**src/rtl/wa_write_buffer_pkg.sv**
```systemverilog
// Shared types for the write-side buffer: FIFO entry layout, drain FSM states
// and the drop-counter saturation value.
package lib;

  typedef struct packed {
    logic [15:0] addr;
    logic [15:0] data;
  } wa_entry_t;

  typedef enum logic {
    IDLE = 1'b0,
    REQ  = 1'b1
  } wa_buf_state_e;

  localparam logic [7:0] WA_DROP_MAX = 8'hFF;

endpackage

```
**src/rtl/wa_write_buffer_fifo.sv**
```systemverilog
// Synchronous FIFO with a combinational head read, so that the consumer can
// capture the head in the same edge it pops. Level, full and empty are registered.
module sync_fifo
  import lib::*;
#(
  parameter int  DEPTH = 8,
  parameter type T     = wa_entry_t
) (
  input  logic                   clk,
  input  logic                   rst_n,
  input  logic                   push,
  input  logic                   pop,
  input  T                       wdata,
  output T                       rdata,
  output logic [$clog2(DEPTH):0] level,
  output logic                   full,
  output logic                   empty
);

  localparam int PW = $clog2(DEPTH);
  localparam logic [PW:0] LVL_FULL = (PW+1)'(DEPTH);

  T                r_mem [DEPTH];
  logic [PW-1:0]   r_wr_ptr;
  logic [PW-1:0]   r_rd_ptr;
  logic [PW:0]     r_level;
  logic            r_full;
  logic            r_empty;
  logic [PW:0]     w_level_next;

  always_comb begin
    w_level_next = r_level;
    case ({push, pop})
      2'b10:   w_level_next = r_level + 1'b1;
      2'b01:   w_level_next = r_level - 1'b1;
      default: w_level_next = r_level;
    endcase
  end

  // Storage has no reset; zeroing the pointers discards the contents.
  always_ff @(posedge clk) begin
    if (push) r_mem[r_wr_ptr] <= wdata;
  end

  always_ff @(posedge clk or negedge rst_n) begin
    if (!rst_n) begin
      r_wr_ptr <= '0;
      r_rd_ptr <= '0;
      r_level  <= '0;
      r_full   <= 1'b0;
      r_empty  <= 1'b1;
    end else begin
      if (push) r_wr_ptr <= r_wr_ptr + 1'b1;
      if (pop)  r_rd_ptr <= r_rd_ptr + 1'b1;
      r_level <= w_level_next;
      r_full  <= (w_level_next == LVL_FULL);
      r_empty <= (w_level_next == '0);
    end
  end

  assign rdata = r_mem[r_rd_ptr];
  assign level = r_level;
  assign full  = r_full;
  assign empty = r_empty;

endmodule

```
**src/rtl/wa_write_buffer.sv**
```systemverilog
// Write buffer between SIF and target: FIFO capture, req/ack drain FSM, overflow flag.
// Optional 8-bit saturating drop counter port enabled by WA_BUF_DROP_CNT_EN.
module wa_write_buffer
  import lib::*;
#(
  parameter int DEPTH = 8,
  parameter int AW    = 16,
  parameter int DW    = 16
) (
  input  logic                   clk,
  input  logic                   rst_n,
  input  logic                   wa_wr_s,
  input  logic [AW-1:0]          wa_addr,
  input  logic [DW-1:0]          wa_data_wr,
  output logic                   tg_req,
  output logic [AW-1:0]          tg_addr,
  output logic [DW-1:0]          tg_data,
  input  logic                   tg_ack,
  output logic [$clog2(DEPTH):0] level,
  output logic                   full,
  output logic                   empty,
  output logic                   ovf,
`ifdef WA_BUF_DROP_CNT_EN
  input  logic                   ovf_clr,
  output logic [7:0]             drop_cnt
`else
  input  logic                   ovf_clr
`endif
);

  typedef struct packed {
    logic [AW-1:0] addr;
    logic [DW-1:0] data;
  } entry_t;

  entry_t        w_wr_entry;
  entry_t        w_head;
  logic          w_full;
  logic          w_empty;
  logic          w_pop;
  logic          w_push;
  logic          w_drop;

  wa_buf_state_e r_state;
  logic          r_req;
  logic [AW-1:0] r_addr;
  logic [DW-1:0] r_data;
  logic          r_ovf;

  assign w_wr_entry = '{addr: wa_addr, data: wa_data_wr};

  // tg_ack -> pop is the only combinational path through the block.
  assign w_pop  = !w_empty && ((r_state == IDLE) || tg_ack);
  assign w_push = wa_wr_s && (!w_full || w_pop);
  assign w_drop = wa_wr_s && w_full && !w_pop;

  sync_fifo #(
    .DEPTH (DEPTH),
    .T     (entry_t)
  ) u_fifo (
    .clk   (clk),
    .rst_n (rst_n),
    .push  (w_push),
    .pop   (w_pop),
    .wdata (w_wr_entry),
    .rdata (w_head),
    .level (level),
    .full  (w_full),
    .empty (w_empty)
  );

  always_ff @(posedge clk or negedge rst_n) begin
    if (!rst_n) begin
      r_state <= IDLE;
      r_req   <= 1'b0;
      r_addr  <= '0;
      r_data  <= '0;
    end else begin
      case (r_state)
        IDLE: begin
          if (w_pop) begin
            r_addr  <= w_head.addr;
            r_data  <= w_head.data;
            r_req   <= 1'b1;
            r_state <= REQ;
          end
        end
        REQ: begin
          if (tg_ack) begin
            if (w_pop) begin
              r_addr <= w_head.addr;
              r_data <= w_head.data;
            end else begin
              r_req   <= 1'b0;
              r_state <= IDLE;
            end
          end
        end
        default: begin
          r_req   <= 1'b0;
          r_state <= IDLE;
        end
      endcase
    end
  end

  // A drop in the same cycle as ovf_clr keeps the flag set.
  always_ff @(posedge clk or negedge rst_n) begin
    if (!rst_n)       r_ovf <= 1'b0;
    else if (w_drop)  r_ovf <= 1'b1;
    else if (ovf_clr) r_ovf <= 1'b0;
  end

`ifdef WA_BUF_DROP_CNT_EN
  logic [7:0] r_drop_cnt;

  always_ff @(posedge clk or negedge rst_n) begin
    if (!rst_n)                                    r_drop_cnt <= '0;
    else if (w_drop && r_drop_cnt != WA_DROP_MAX)  r_drop_cnt <= r_drop_cnt + 1'b1;
  end

  assign drop_cnt = r_drop_cnt;
`endif

  assign tg_req  = r_req;
  assign tg_addr = r_addr;
  assign tg_data = r_data;
  assign full    = w_full;
  assign empty   = w_empty;
  assign ovf     = r_ovf;

endmodule

```
**config.mk**
```make
export PLATFORM = sky130hd
export DESIGN_NAME = wa_write_buffer
export DESIGN_NICKNAME = d
export VERILOG_FILES = /design/src/rtl/wa_write_buffer_pkg.sv /design/src/rtl/wa_write_buffer_fifo.sv /design/src/rtl/wa_write_buffer.sv
export SDC_FILE = /design/constraint.sdc
export NUM_CORES = 1
export LEC_CHECK = 0
export CAP_MARGIN = 20
export CORE_MARGIN = 3
export CORE_UTILIZATION = 55
export DETAILED_ROUTE_END_ITERATION = 8
export PLACE_DENSITY = 0.87
export SLEW_MARGIN = 5
export SYNTH_ARGS = -nofsm -noshare
export SYNTH_HDL_FRONTEND = slang
export SYNTH_SLANG_ARGS = --single-unit
```
**constraint.sdc**
```tcl
create_clock -name clk -period 9.9 [get_ports clk]
set_input_delay 1.485 -clock clk [delete_from_list [all_inputs] [get_ports clk]]
set_output_delay 1.485 -clock clk [all_outputs]
set_load 0.02 [all_outputs]
```
==> results of run 1 <==
per-layer routing:
layer | wire, um | part of all wire, % | global-route usage (%) | vias up
li1 | - | - | - | 2401
met1 | 8710 | 38 | 26.4 | 2901
met2 | 12400 | 54 | 36.0 | 206
met3 | 1230 | 5.3 | 3.61 | 61
met4 | 788 | 3.4 | 6.80 | 0
met5 | 0 | 0 | 0 | -
state kept, by name, indices dropped and copies added (netlist names):
| name | count |
|---|---|
| ovf | 1 |
| u_fifo.full | 1 |
| tg_addr | 16 |
| u_fifo.level | 4 |
| u_fifo.empty | 1 |
| u_fifo.r_rd_ptr | 3 |
| tg_data | 16 |
| r_state | 1 |
| u_fifo.r_wr_ptr | 3 |
| u_fifo.r_mem | 256 |
| tg_req | 1 |
metrics by stage:
| stage | setup slack [ns] | hold slack (ns) | instance area (um^2) | util, % |
|---|---|---|---|---|
| after floorplan | 4.34 | 0.508 | 11500 | - |
| after CTS | 5.88 | 0.527 | 13500 | 66.4 |
| after detailed placement | 5.41 | 0.495 | 12600 | 61.8 |
| after global routing | 5.64 | 0.537 | 13600 | 66.6 |
| final | 5.87 | 0.526 | 13600 | 66.6 |
| after global placement | 5.64 | 0.485 | 12600 | 61.8 |
cells by family (layout without fill, tap and decap cells):
logic type	after synthesis	after routing	synth area share (%)
flip-flops	303	303	77.1
multiplexers	99	99	15.6
AND/OR/NAND/NOR	64	64	2.55
AO/OA/AOI/OAI	41	41	1.88
buffers and inverters	29	146	1.52
XOR/XNOR	9	9	0.816
adder cells (fa/ha/maj)	5	5	0.544
final cells by class:
class                   count  area (um^2)
fillers                  1257         6800
multi-input cells         218         2510
repair buffers             90          886
flip-flops and latches    303         8870
clock inverters            18          165
well taps                 270          338
clock buffers              36          782
inverters                   2         7.51
power groups by stage:
stage | Combinational [mW] | Sequential (mW) | Clock (mW)
2_1_floorplan | 0.785 | 1.86 | 0
3_3_place_gp | 1.15 | 1.83 | 0
3_5_place_dp | 1.20 | 1.86 | 0
4_1_cts | 1.22 | 1.84 | 1.09
5_1_grt | 1.30 | 1.87 | 1.15
6_report | 1.21 | 1.84 | 1.08
cell usage in the layout (no fill, tap or decap), types with 2 or more instances in the layout:
| cell type | instances |
|---|---|
| nor3_1 | 2 |
| xnor2_1 | 4 |
| dfrtp_1 | 43 |
| buf_12 | 2 |
| clkbuf_16 | 29 |
| bufinv_16 | 3 |
| ha_1 | 5 |
| clkbuf_1 | 4 |
| edfxtp_1 | 256 |
| clkinv_2 | 7 |
| a21oi_1 | 35 |
| buf_4 | 12 |
| clkdlybuf4s50_1 | 75 |
| nand2b_1 | 4 |
| nand2_1 | 5 |
| nor2_1 | 34 |
| inv_1 | 2 |
| nand3_1 | 2 |
| mux2_2 | 3 |
| mux2i_1 | 32 |
| clkinv_1 | 6 |
| mux4_2 | 64 |
| xor2_1 | 4 |
| nor2b_1 | 3 |
| clkbuf_8 | 3 |
| nor3_2 | 4 |
| dfrtp_2 | 2 |
| nor2_4 | 4 |
cells in the mapped netlist (2+ instances only):
cell      count  area, um^2
edfxtp_1    256        7690
mux4_2       64        1440
dfrtp_1      46        1150
nor2_1       37         139
a21oi_1      35         175
mux2i_1      32         320
buf_2        11        55.1
clkbuf_1     10        37.5
nor3_1        6        30.0
ha_1          5        62.6
nand2_1       5        18.8
buf_6         4        45.0
nand2b_1      4        25.0
xnor2_1       4        35.0
xor2_1        4        35.0
mux2_2        3        33.8
nor2b_1       3        18.8
buf_8         2        30.0
inv_1         2        7.51
nand3_1       2        10.0
worst paths after layout:
| path | start | to | slack, ns |
|---|---|---|---|
| worst max-delay path | tg_ack | u_fifo.full$_DFF_PN0_ | 5.87 |
| worst min-delay path | tg_addr[10]$_DFFE_PN0P_ | tg_addr[10]$_DFFE_PN0P_ | 0.53 |
| worst max register to register | r_state$_DFF_PN0_ | u_fifo.full$_DFF_PN0_ | 6.85 |
| worst min register to register | tg_addr[10]$_DFFE_PN0P_ | tg_addr[10]$_DFFE_PN0P_ | 0.53 |
| max in group asynchronous | rst_n | u_fifo.r_rd_ptr[0]$_DFFE_PN0P_ | 8.30 |
| min in group asynchronous | rst_n | u_fifo.level[2]$_DFF_PN0_ | 1.06 |
worst register-to-register path, stage by stage (launching register included):
cell	delay, ns
dfrtp_1	0.38
nor2b_1	0.19
nor2_4	0.10
buf_4	0.60
ha_1	0.43
xor2_1	0.12
ha_1	0.20
a21oi_1	0.28
xor3_1	0.29
a31oi_1	0.21
o21ba_1	0.17
==> results.sh, run 1 <==
export IMPL_final_antenna_net_count=0
export IMPL_fmax_ghz=0.248
export IMPL_worst_path_max_delay_cell="buf_4"
export IMPL_status="finished, final reports clean"
export IMPL_die_area_um2=22700
export IMPL_combPwrFrac_pct=29.4
export IMPL_antennaDiodeCount=0
export IMPL_port_buffers=76
export IMPL_syn_avg_cell_area_um2=20.9
export IMPL_cp_start_kind="input port"
export IMPL_cts_tree="done"
export IMPL_dpl_cell_count=881
export IMPL_initial_core_util_pct=56.5
export IMPL_cts_buffers=29
export IMPL_syn_area_um2=11500
export IMPL_synth_seq_cells=303
export IMPL_gp_congestion=0.762
export IMPL_leakage_nw=4.59
export IMPL_finalClockSkew_ns=0.0283
export IMPL_syn_num_nets=592
export IMPL_wl_per_cell_um=24.7
export IMPL_total_power_mw=4.13
export IMPL_dieWidth_um=151
export IMPL_synthArstFlopShare_pct=15.5
export IMPL_grt_pass1_vias=6022
export IMPL_std_cell_rows=52
export IMPL_finalCriticalPeriod_ns=4.03
export IMPL_p_sw_share_pct=30.1
export IMPL_p_seq_share_pct=44.6
export IMPL_clockBufferDepth=3
export IMPL_path_clk_slew_ns=0.06
export IMPL_p_sw_mw=1.24
export IMPL_core_area_um2=20400
export IMPL_worstMarginPinSlew_ns=1.15
export IMPL_synth_ff_type="edfxtp_1"
export IMPL_hold_path_depth=2
export IMPL_cp_common_cell="ha_1"
export IMPL_ff2ff_path_depth=10
export IMPL_drc=0
export IMPL_fin_setup_tns_ns=0
export IMPL_cts_resized_gates=0
export IMPL_grt_max_degree=70
export IMPL_rsz0062_at_grt="false"
export IMPL_cpLargestDelayFamily="buffers and inverters"
export IMPL_cp_required_ns=10.34
export IMPL_setup_viol=0
export IMPL_slew_violations=0
export IMPL_root_buffer="clkbuf_16"
export IMPL_final_cells=937
export IMPL_cp_num_cells=11
export IMPL_cap_violations=0
export IMPL_clk_latency_ns=0.54
export IMPL_cts_hold_buffers=0
export IMPL_crit_arrival_ns=4.47
export IMPL_viasPerCell=5.94
export IMPL_grt_pass1_wl_um=35000
export IMPL_synth_sequential_area_ratio_pct=77.1
export IMPL_hold_violations=0
export IMPL_antenna_found_initial=0
export IMPL_synth_edf_count=256
export IMPL_area_growth_pct=17.9
export IMPL_critical_path_max_stage_delay_ns=0.60
export IMPL_post_cts_buffers=0
export IMPL_cp_num_buf_inv=2
export IMPL_overflow=0
export IMPL_yosysUniqueCellTypes=35
export IMPL_first_pass_iters=5
export IMPL_timing_worst_setup_path_type="input port to flip-flop"
export IMPL_final_nets=686
export IMPL_fin_crit_sh_pct=40.7
export IMPL_dp_hpwl_um=12700
export IMPL_p_per_area_nw_per_um2=305
export IMPL_yosysWarnings=0
export IMPL_track_usage_pct=20.6
export IMPL_crit_path_max_fanout=69
export IMPL_cellInternalPower_mw=2.89
export IMPL_syn_inst=550
export IMPL_pwr_share_clk_pct=26.0
export IMPL_drtIter0Drc=500
export IMPL_relSlewSlack_pct=23.5
export IMPL_drive_gt1_share_pct=20.8
export IMPL_pin_count=77
export IMPL_die_height_um=151
export IMPL_min_path_type="flip-flop to flip-flop"
export IMPL_clock_sinks=303
export IMPL_h_tree_depth=1
export IMPL_worstPathCellList="clkdlybuf4s50_1, nor2b_1, nor2_4, buf_4, ha_1, xor2_1, ha_1, a21oi_1, xor3_1, a31oi_1, o21ba_1"
export IMPL_vdd_ir_drop_worst_mv=0.162
export IMPL_wl_um=23100
export IMPL_vias=5569
export IMPL_cp_end_kind="flip-flop"
(Power assumes the default switching activity.)
==> run 2, diff against run 1 <==
--- a/config.mk
+++ b/config.mk
@@ -7,9 +7,9 @@
 export LEC_CHECK = 0
 export CAP_MARGIN = 20
 export CORE_MARGIN = 3
-export CORE_UTILIZATION = 55
+export CORE_UTILIZATION = 53
 export DETAILED_ROUTE_END_ITERATION = 8
-export PLACE_DENSITY = 0.87
+export PLACE_DENSITY = 0.88
 export SLEW_MARGIN = 5
 export SYNTH_ARGS = -nofsm -noshare
 export SYNTH_HDL_FRONTEND = slang
==> constraint.sdc (replaced) <==
create_clock -name clk -period 3.7 [get_ports clk]
set_input_delay 0.555 -clock clk [delete_from_list [all_inputs] [get_ports clk]]
set_output_delay 0.555 -clock clk [all_outputs]
set_load 0.02 [all_outputs]
==> run 2 against run 1 <==
Global-route usage down 0.68 points. Final area up 0.89%. Sequential power rose to 2.7 times the previous value. Combinational power rose to 2.6 times the previous value. Critical path depth unchanged. Clock power rose to 3.0 times the previous value. Non-clock buffer count up 5. Cell count up 1.1%. Count of clock-buffer cells in the layout down 6. Utilization down 1.9 points.
==> results.sh, run 2 (synthesized netlist as in run 1, its figures left out) <==
export IMPL_regMostFlops="u_fifo.r_mem"
export IMPL_h_tree_depth=1
export IMPL_worst_slack_ns=0.991
export IMPL_core_area_um2=21200
export IMPL_status="finished, final reports clean"
export IMPL_largest_reg_flops=256
export IMPL_viasPerCell=5.88
export IMPL_area_growth_pct=19.0
export IMPL_total_power_mw=11.3
export IMPL_drive_gt1_share_pct=21.9
export IMPL_post_cts_buffers=0
export IMPL_initial_core_util_pct=54.4
export IMPL_cp_end_kind="flip-flop"
export IMPL_cts_resized_gates=0
export IMPL_fin_crit_sh_pct=73.2
export IMPL_cp_common_cell="ha_1"
export IMPL_cts_buffers=29
export IMPL_finalClockSkew_ns=0.00792
export IMPL_antenna_found_initial=0
export IMPL_clockBufferDepth=3
export IMPL_wl_per_cell_um=24.3
export IMPL_grt_pass1_vias=6142
export IMPL_fin_area_um2=13700
export IMPL_root_buffer="clkbuf_16"
export IMPL_cap_violations=0
export IMPL_fill_cells=1355
export IMPL_setup_viol=0
export IMPL_overflow=0
export IMPL_rsz0062_at_grt="false"
export IMPL_crit_path_max_fanout=5
export IMPL_cts_tree="done"
export IMPL_clock_sinks=303
export IMPL_vdd_ir_drop_worst_mv=0.493
export IMPL_clk_latency_ns=0.54
export IMPL_postPlaceCellArea_um2=12600
export IMPL_first_pass_iters=5
export IMPL_drtIter0Drc=497
export IMPL_final_cell_mix="edfxtp_1 (256), clkdlybuf4s50_1 (75), mux4_2 (64)"
export IMPL_track_usage_pct=19.9
export IMPL_pin_count=77
export IMPL_place_ws_ns=0.470
export IMPL_relSlewSlack_pct=23.4
export IMPL_final_antenna_net_count=0
export IMPL_p_per_area_nw_per_um2=829
export IMPL_leakage_nw=4.63
export IMPL_crit_arrival_ns=3.14
export IMPL_timing_worst_setup_path_type="input port to flip-flop"
export IMPL_fmax_ghz=0.369
export IMPL_die_area_um2=23500
export IMPL_final_nets=691
export IMPL_crit_path_start="tg_ack"
export IMPL_min_path_type="input port to asynchronous set/reset pin"
export IMPL_wl_um=23000
export IMPL_hold_ws_ns=0.0186
export IMPL_drc=0
export IMPL_worstMarginPinSlew_ns=1.15
export IMPL_slew_violations=0
export IMPL_mostFrequentLayoutCell="edfxtp_1"
export IMPL_die_height_um=153
export IMPL_port_buffers=76
export IMPL_dieWidth_um=153
export IMPL_worstPathCellList="clkdlybuf4s50_1, nor2b_1, o21ai_1, nand2_1, ha_1, xor2_1, ha_1, a21oi_1, xor3_1, a31oi_1, o21ba_1"
export IMPL_cp_required_ns=4.13
export IMPL_finalCriticalPeriod_ns=2.71
export IMPL_gp_congestion=0.805
export IMPL_dp_hpwl_um=13000
export IMPL_worst_path_max_delay_cell="clkdlybuf4s50_1"
export IMPL_grt_max_degree=68
export IMPL_antennaDiodeCount=0
export IMPL_grt_pass1_wl_um=36100
export IMPL_cp_start_kind="input port"
export IMPL_std_cell_rows=53
export IMPL_reg2reg_from="r_state$_DFF_PN0_"
export IMPL_hold_violations=0
export IMPL_cts_hold_buffers=0
export IMPL_vias=5567
export IMPL_path_clk_slew_ns=0.06
export IMPL_critical_path_max_stage_delay_ns=0.49
-- run 2: cell count changes in the layout (fill, tap and decap cells not counted), sizes merged --
cell      delta
clkbuf       -6
clkinv       -3
buf          +5
bufinv       +4
clkinvlp     +5
-- run 2: final timing paths --
check                                                  to  slack, ns  cells past startpoint
min reg2reg                             r_state$_DFF_PN0_       0.51                      1
min                             u_fifo.level[3]$_DFF_PN0_       0.02                      1
max in group asynchronous  u_fifo.r_rd_ptr[0]$_DFFE_PN0P_       2.83                      2
min in group clk                        r_state$_DFF_PN0_       0.51                      1
max reg2reg                         u_fifo.full$_DFF_PN0_       1.02                     10
max                                 u_fifo.full$_DFF_PN0_       0.99                     11
-- run 2: area by class of cell --
class,instances,area [um^2],share of cell area (%)
flip-flops and latches,303,8870,64.8
multi-input cells,218,2520,18.4
repair buffers,95,898,6.56
clock buffers,30,729,5.33
well taps,275,344,2.51
clock inverters,24,312,2.28
inverters,2,7.51,0.0549
-- run 2: layer usage --
metal	share of wire, %	vias to the layer above	global-route usage (%)	routed length (um)
li1	-	2411	-	-
met1	39	2881	25.9	8900
met2	53	231	34.6	12100
met3	6.2	44	3.57	1420
met4	2.5	0	5.90	580
met5	0	-	0	0
-- run 2: metrics by stage --
step | utilization [%] | cells | TNS [ns]
2_1_floorplan | - | 550 | -8.66
3_3_place_gp | 59.8 | 893 | 0
3_5_place_dp | 59.8 | 893 | 0
4_1_cts | 64.7 | 947 | 0
5_1_grt | 64.7 | 947 | 0
6_report | 64.7 | 947 | 0
-- run 2: where the power goes --
group	switching [mW]	total [mW]	internal (mW)
logic	1.57	3.19	1.61
clock network	1.26	3.19	1.93
registers	0.550	4.97	4.42
total	3.38	11.3	7.96
-- run 2: critical path, delay by kind of cell --
kind                       cells  cell delay (ns)
buffers and inverters          1             0.49
and+or+nand+nor                2             0.23
adders and majority gates      2             0.48
xor gates and xnor gates       2             0.48
AOI/OAI and AO/OA              4             0.90
==> run 3, diff against run 2 <==
--- a/config.mk
+++ b/config.mk
@@ -7,9 +7,9 @@
 export LEC_CHECK = 0
 export CAP_MARGIN = 20
 export CORE_MARGIN = 3
-export CORE_UTILIZATION = 53
+export CORE_UTILIZATION = 55
 export DETAILED_ROUTE_END_ITERATION = 8
-export PLACE_DENSITY = 0.88
+export PLACE_DENSITY = 0.87
 export SLEW_MARGIN = 5
 export SYNTH_ARGS = -nofsm -noshare
 export SYNTH_HDL_FRONTEND = slang
==> constraint.sdc (replaced) <==
create_clock -name clk -period 2.5 [get_ports clk]
set_input_delay 0.375 -clock clk [delete_from_list [all_inputs] [get_ports clk]]
set_output_delay 0.375 -clock clk [all_outputs]
set_load 0.02 [all_outputs]
==> run 3 against run 2 <==
Sequential power grew 47%. Final area grew 2.6%. Cell count is 2.0% higher. Sequential cell count did not move. Routed wire length down 1.2%. Global-route usage increased by 1.1 points. Count of clock-buffer cells in the layout increased by 13. Critical path depth down 1. Critical endpoint unchanged. Largest power group unchanged.
==> results.sh, run 3 (synthesized netlist as in run 1, its figures left out) <==
export IMPL_track_usage_pct=21.0
export IMPL_h_tree_depth=1
export IMPL_wl_per_cell_um=23.5
export IMPL_setup_viol=0
export IMPL_hold_ws_ns=0.362
export IMPL_mostFrequentLayoutCell="edfxtp_1"
export IMPL_dr_wl_met2_um=11700
export IMPL_worstPathCellList="nor2b_2, o21ai_2, nand2_2, ha_4, xor2_1, ha_2, a21oi_2, xor3_1, a31oi_1, o21ba_1"
export IMPL_fin_crit_sh_pct=93.7
export IMPL_timing_worst_setup_path_type="flip-flop to flip-flop"
export IMPL_worstMarginPinSlew_ns=0.769
export IMPL_grt_pass1_vias=6073
export IMPL_met1_length_um=8680
export IMPL_drc=0
export IMPL_cap_violations=0
export IMPL_slew_violations=0
export IMPL_std_cell_rows=52
export IMPL_port_buffers=76
export IMPL_relSlewSlack_pct=48.7
export IMPL_fmax_ghz=0.427
export IMPL_dieWidth_um=151
export IMPL_top_layer="met5"
export IMPL_dp_hpwl_um=13200
export IMPL_cts_buffers=30
export IMPL_die_height_um=151
export IMPL_antennaDiodeCount=0
export IMPL_leakage_nw=4.80
export IMPL_die_area_um2=22700
export IMPL_postPlaceCellArea_um2=13000
export IMPL_vdd_ir_drop_worst_mv=0.781
export IMPL_critical_path_max_stage_delay_ns=0.39
export IMPL_initial_core_util_pct=56.5
export IMPL_gp_congestion=0.730
export IMPL_cp_end_kind="flip-flop"
export IMPL_area_growth_pct=22.0
export IMPL_fin_area_um2=14000
export IMPL_overflow=0
export IMPL_clockBufferDepth=3
export IMPL_clock_sinks=303
export IMPL_core_area_um2=20400
export IMPL_drtIter0Drc=508
export IMPL_crit_arrival_ns=2.77
export IMPL_regMostFlops="u_fifo.r_mem"
export IMPL_wl_um=22700
export IMPL_vias=5672
export IMPL_grt_pass1_wl_um=35700
export IMPL_hold_violations=0
export IMPL_path_clk_slew_ns=0.06
export IMPL_viasPerCell=5.87
export IMPL_finalCriticalPeriod_ns=2.34
export IMPL_fin_setup_tns_ns=0
export IMPL_cp_start_kind="flip-flop"
export IMPL_worst_path_max_delay_cell="dfrtp_1"
export IMPL_cp_required_ns=2.93
export IMPL_final_nets=714
export IMPL_status="finished, final reports clean"
export IMPL_cts_resized_gates=0
export IMPL_p_per_area_nw_per_um2=1210
export IMPL_largest_reg_flops=256
export IMPL_pin_count=77
export IMPL_final_cell_mix="edfxtp_1 (256), clkdlybuf4s50_1 (75), mux4_2 (64)"
export IMPL_met3_length_um=1760
export IMPL_final_core_util_pct=68.9
export IMPL_finalClockSkew_ns=0.0146
export IMPL_cts_tree="done"
export IMPL_final_antenna_net_count=0
export IMPL_crit_path_max_fanout=3
export IMPL_antenna_found_initial=1
export IMPL_rsz0062_at_grt="false"
export IMPL_min_path_type="input port to asynchronous set/reset pin"
export IMPL_drive_gt1_share_pct=24.6
export IMPL_first_pass_iters=5
export IMPL_total_power_mw=17.0
export IMPL_root_buffer="clkbuf_16"
export IMPL_clk_latency_ns=0.54
export IMPL_grt_max_degree=68
run 3: cell count changes in the layout (fill, tap and decap cells not counted), sizes merged:
cell,change
clkbuf,+13
buf,+21
dlygate4sd3,+1
bufinv,-3
clkinv,-4
clkinvlp,-4
run 3: cell type report:
class / count / area (um^2)
Tap cell: 270 / 338
Sequential cell: 303 / 8870
Fill cell: 1182 / 6330
Inverter: 2 / 7.51
Clock buffer: 43 / 841
Multi-Input combinational cell: 218 / 2580
Clock inverter: 13 / 173
Timing Repair Buffer: 117 / 1230
run 3: path summary, 6_finish.rpt:
| kind | start | end | slack, ns | cells past startpoint |
|---|---|---|---|---|
| worst min-delay path | rst_n | u_fifo.level[2]$_DFF_PN0_ | 0.36 | 3 |
| max in group asynchronous | rst_n | u_fifo.r_rd_ptr[0]$_DFFE_PN0P_ | 1.85 | 3 |
| worst max-delay path | r_state$_DFF_PN0_ | u_fifo.full$_DFF_PN0_ | 0.16 | 10 |
| worst max register to register | r_state$_DFF_PN0_ | u_fifo.full$_DFF_PN0_ | 0.16 | 10 |
| min in group clk | ovf_clr | ovf$_DFFE_PN0P_ | 0.42 | 2 |
| worst min register to register | u_fifo.empty$_DFF_PN1_ | r_state$_DFF_PN0_ | 0.52 | 1 |
run 3: layer usage:
| layer | global-route usage, % | up-vias |
|---|---|---|
| li1 | - | 2469 |
| met1 | 29.1 | 2925 |
| met2 | 34.5 | 227 |
| met3 | 3.88 | 49 |
| met4 | 6.62 | 2 |
| met5 | 0 | - |
run 3: repair_timing:
item | in CTS | in global routing
hold buffers | 1 | 0
setup endpoints to repair | 0 | 0
endpoints found under the hold margin | 46 | 0
setup buffers | 0 | 0
run 3: stage by stage:
stage                     setup WS, ns  std cells
after floorplan                 -0.205        550
after global placement         -0.0853        909
after detailed placement        -0.200        909
after CTS                        0.175        966
after global routing            0.0203        966
final                            0.158        966
run 3: worst max-delay path, delay by kind of cell, from the launching register on:
| family | cells | cell delay (ns) |
|---|---|---|
| compound gates | 4 | 0.71 |
| xor+xnor | 2 | 0.49 |
| fa+ha+maj | 2 | 0.36 |
| flops | 1 | 0.39 |
| simple gates | 2 | 0.28 |
run 3: power by group:
part	switching (mW)	internal, mW	total (mW)
Clock	1.79	2.75	4.54
Combinational	2.48	2.67	5.15
Sequential	0.758	6.54	7.30
